$ cat src/rtl/uart_tx_ctrl.sv
// rtl/uart_tx_ctrl.sv - UART transmit frame sequencer driving the registered TX output mux
module uart_tx_ctrl #(
    parameter int DATA_WIDTH   = 8,
    parameter int CLKS_PER_BIT = 16
) (
    input  logic                  clk,
    input  logic                  rst,
    input  logic                  data_valid,
    input  logic [DATA_WIDTH-1:0] p_data,
    input  logic                  par_en,
    input  logic                  par_typ,
    output logic                  data_ready,
    output logic [1:0]            mux_sel,
    output logic                  ser_data,
    output logic                  par_bit,
    output logic                  busy,
    output logic                  frame_done
);

    localparam int BAUD_W = (CLKS_PER_BIT > 1) ? $clog2(CLKS_PER_BIT) : 1;
    localparam int BIT_W  = (DATA_WIDTH > 1) ? $clog2(DATA_WIDTH) : 1;

    localparam logic [BAUD_W-1:0] BAUD_LAST = BAUD_W'(CLKS_PER_BIT - 1);
    localparam logic [BIT_W-1:0]  BIT_LAST  = BIT_W'(DATA_WIDTH - 1);

    typedef enum logic [2:0] {
        S_IDLE,
        S_START,
        S_DATA,
        S_PARITY,
        S_STOP
    } state_t;

    state_t                  state;
    state_t                  state_next;
    logic [BAUD_W-1:0]       baud_cnt;
    logic [BIT_W-1:0]        bit_cnt;
    logic [DATA_WIDTH-1:0]   shift_reg;
    logic                    par_en_q;
    logic                    accept;
    logic                    bit_end;

    assign accept   = (state == S_IDLE) && data_valid;
    assign bit_end  = (baud_cnt == BAUD_LAST);
    assign ser_data = shift_reg[0];

    // State register; reset abandons any frame in flight
    always_ff @(posedge clk) begin
        if (rst) begin
            state <= S_IDLE;
        end else begin
            state <= state_next;
        end
    end

    // Next-state logic and state-decoded outputs (no input reaches an output)
    always_comb begin
        state_next = state;
        mux_sel    = 2'b11;
        data_ready = 1'b0;
        busy       = 1'b1;
        frame_done = 1'b0;
        case (state)
            S_IDLE: begin
                data_ready = 1'b1;
                busy       = 1'b0;
                if (data_valid) begin
                    state_next = S_START;
                end
            end
            S_START: begin
                mux_sel = 2'b00;
                if (bit_end) begin
                    state_next = S_DATA;
                end
            end
            S_DATA: begin
                mux_sel = 2'b01;
                if (bit_end && (bit_cnt == BIT_LAST)) begin
                    state_next = par_en_q ? S_PARITY : S_STOP;
                end
            end
            S_PARITY: begin
                mux_sel = 2'b10;
                if (bit_end) begin
                    state_next = S_STOP;
                end
            end
            S_STOP: begin
                if (bit_end) begin
                    frame_done = 1'b1;
                    state_next = S_IDLE;
                end
            end
            default: begin
                busy       = 1'b0;
                state_next = S_IDLE;
            end
        endcase
    end

    // Byte/parity capture on accept, baud and bit counting, LSB-first shifting
    always_ff @(posedge clk) begin
        if (rst) begin
            baud_cnt  <= '0;
            bit_cnt   <= '0;
            shift_reg <= '1;
            par_bit   <= 1'b0;
            par_en_q  <= 1'b0;
        end else if (accept) begin
            baud_cnt  <= '0;
            bit_cnt   <= '0;
            shift_reg <= p_data;
            par_en_q  <= par_en;
            par_bit   <= par_typ ? ~^p_data : ^p_data;
        end else if (state != S_IDLE) begin
            baud_cnt <= bit_end ? '0 : baud_cnt + BAUD_W'(1);
            if ((state == S_DATA) && bit_end) begin
                shift_reg <= {1'b1, shift_reg[DATA_WIDTH-1:1]};
                bit_cnt   <= bit_cnt + BIT_W'(1);
            end
        end
    end

endmodule

$ cat config.mk
export PLATFORM = sky130hd
export DESIGN_NAME = uart_tx_ctrl
export DESIGN_NICKNAME = d
export VERILOG_FILES = /design/src/rtl/uart_tx_ctrl.sv
export SDC_FILE = /design/constraint.sdc
export NUM_CORES = 1
export LEC_CHECK = 0
export BUFFER_PORTS_ARGS = -buffer_cell sky130_fd_sc_hd__buf_2
export CAP_MARGIN = 5
export CORE_ASPECT_RATIO = 1.1
export CORE_MARGIN = 2
export CORE_UTILIZATION = 49
export DETAILED_ROUTE_END_ITERATION = 8
export GPL_ROUTABILITY_DRIVEN = 0
export GPL_TIMING_DRIVEN = 0
export HOLD_SLACK_MARGIN = 0.06
export PLACE_DENSITY_LB_ADDON = 0.15
export SLEW_MARGIN = 30
export SYNTH_ARGS = -nofsm -noshare
export SYNTH_HDL_FRONTEND = slang
export SYNTH_SLANG_ARGS = --single-unit
$ cat constraint.sdc
create_clock -name clk -period 1.45 [get_ports clk]
set_clock_uncertainty 0.1 [all_clocks]
set_input_delay 0 -clock clk [delete_from_list [all_inputs] [get_ports clk]]
set_output_delay 0 -clock clk [all_outputs]
set_load 0.005 [all_outputs]
==> results_dict.tcl <==
set metrics [dict create \
    h-tree-depth 1 \
    synthCells 137 \
    yosysMostFrequentCell "dfxtp_1" \
    worst_slack_ns -0.242 \
    drt_iter0_drc 22 \
    vdd_drop_max_uv 920 \
    p_per_area_nw_per_um2 1380 \
    clock-root-buffer "clkbuf_4" \
    n_antenna_cell 0 \
    relSlewSlack 0.679 \
    routed_wl_um 2810 \
    synth_edf_count 0 \
    dp_hpwl_um 1800 \
    endpoint_kind "flop" \
    drtAntennaViolNets 0 \
    initial_core_util 0.515 \
    die_h_um 54.8 \
    met3_length_um 135 \
    syn-num-nets 153 \
    yosysSeqAreaShare 0.349 \
    fill_cells 180 \
    cts_made_buffers 3 \
    cp_max_fo 8 \
    avgSynthCellArea_um2 8.38 \
    gr-usage-all-layers 0.213 \
    hold_violations 2 \
    leakagePower_nw 0.649 \
    clk_pin_slew_worst_paths_ns 0.11 \
    rows 18 \
    fin_crit_ns 1.69 \
    violations "hold timing, setup timing" \
    cts_tree "built" \
    grt_pass1_wl_um 4400 \
    highest_layer "met4" \
    worstHoldPathType "in -> reg" \
    worstSetupPathType "reg -> reg" \
    synth_top_area_frac 0.349 \
    final_layout_size_suffix_gt1_frac 0.352 \
    synthDistinctLibCells 37 \
    syn2layout_area_growth_pct 37.0 \
    route.detailed.drc 0 \
    synth_ff_type "dfxtp_1" \
    dp_cells 186 \
    syn_area_um2 1150 \
    grt_pass1_vias 1012 \
    synth_warnings 0 \
    yosysTopAreaCell "dfxtp_1" \
    via_count 1147 \
    crit_required_ns 1.56 \
    grt_max_degree 11 \
    chipWidth_um 50.2 \
    fin_crit_sh 1.17 \
    clock-sinks 20 \
    final_core_util 0.706 \
    worstMarginPinSlew_ns 0.480 \
    clockBufferDepth 2 \
    synth-async-reset-ratio 0 \
    arrival_ns 1.80 \
    final_nets 194 \
    fp.dieArea_um2 2750 \
    wl_met2_um 1400 \
    max_freq_mhz 591 \
    ys_top_cells_by_count "20 x dfxtp_1, 16 x nor2_1, 9 x nand2_1, 9 x o21ai_0" \
    status "finished, violations left" \
    largest_register_ffs 8 \
    whs_ns -0.106 \
    hold_buffers 10 \
    multi_input_area_um2 746 \
    antenna_found_initial 0 \
    core-area_um2 2230 \
    io-pin-count 20 \
    port_buffers 19 \
    maxCapViolations 0 \
    drt-vias-per-instance 5.57 \
    drt_first_pass_iters 4 \
    grt_remaining_overflow 0 \
    synth-seq-cells 20 \
    setup_viol 23 \
    clock_latency_ns 0.30 \
    startpoint_type "flop" \
    met1Wirelength_um 1230 \
    final-seq-area_um2 412 \
    drv_slew 0 \
    rsz0062_at_grt "yes" \
    layoutNonFillerInstCount 206 \
    ys_top_cells_by_area "dfxtp_1 35%, nor2_1 5.2%, mux2i_1 4.4%" \
    avgRoutedWirePerCell_um 13.7 \
]
report_power, final:
group	total [mW]	switching, mW	internal [mW]
registers	0.713	0.0679	0.645
logic	1.18	0.581	0.601
clock network	0.273	0.176	0.0970
total	2.17	0.825	1.34
cell families (layout without fill, tap and decap cells):
kind of cell	Yosys count	count (layout)	synth area share
and+or+nand+nor	61	61	0.281
AOI/OAI and AO/OA	27	27	0.145
DFF	20	20	0.349
buffers and inverters	14	53	0.0719
xor gates and xnor gates	7	7	0.0773
muxes	5	5	0.0436
adders and majority gates	3	3	0.0327
critical path, cell delays in order, from the launching register on:
cell and delay [ns]:
dfxtp_2 0.35, buf_6 0.13, or4b_4 0.51, buf_6 0.16, nor2_2 0.08, a31oi_1 0.04, or2_1 0.22
repair_timing:
item	4_1_cts	5_1_grt
pin swaps	3	6
setup buffers	5	3
cloned	1	0
gates resized for setup	21	12
endpoints found under the hold margin	10	2
setup endpoints to repair	23	23
area by class of cell:
cell class | count | share of cell area
Inverter | 3 | 0.00954
Timing Repair Buffer | 38 | 0.167
Multi-Input combinational cell | 103 | 0.474
Clock buffer | 3 | 0.0143
Buffer | 9 | 0.0501
Tap cell | 30 | 0.0238
Sequential cell | 20 | 0.262
stage by stage:
| stage | TNS, ns | setup slack (ns) | area, um2 | power, mW |
|---|---|---|---|---|
| 3_5_place_dp | -4.29 | -0.265 | 1310 | 1.63 |
| 3_3_place_gp | -3.75 | -0.253 | 1310 | 1.61 |
| 2_1_floorplan | -1.99 | -0.169 | 1180 | 1.40 |
| 4_1_cts | -4.49 | -0.251 | 1520 | 2.04 |
| 6_report | -3.38 | -0.242 | 1570 | 2.17 |
| 5_1_grt | -4.76 | -0.293 | 1570 | 2.29 |
worst paths after layout:
check,endpoint,startpoint,depth (start not counted),slack (ns)
min reg2reg,baud_cnt[1],baud_cnt[1],2,0.39
max reg2reg,shift_reg[2],state[2],6,-0.24
min,par_en_q,data_valid,3,-0.11
max,shift_reg[2],state[2],6,-0.24
layout by cell type, fill, tap and decap left out, types with 6 or more instances in the layout:
cell / n
buf_4: 9
a21oi_1: 6
nand2_1: 7
dlygate4sd3_1: 10
dfxtp_1: 15
nand4_1: 7
or2_1: 6
a31oi_1: 6
buf_2: 21
nor2_1: 11
layer usage:
metal  up-vias  global-route usage
li1        566                   -
met2        40               0.357
met4         0              0.0972
met1       533               0.263
met5         -                   0
met3         8              0.0464
Note: power is estimated with default switching activity, not from simulation.
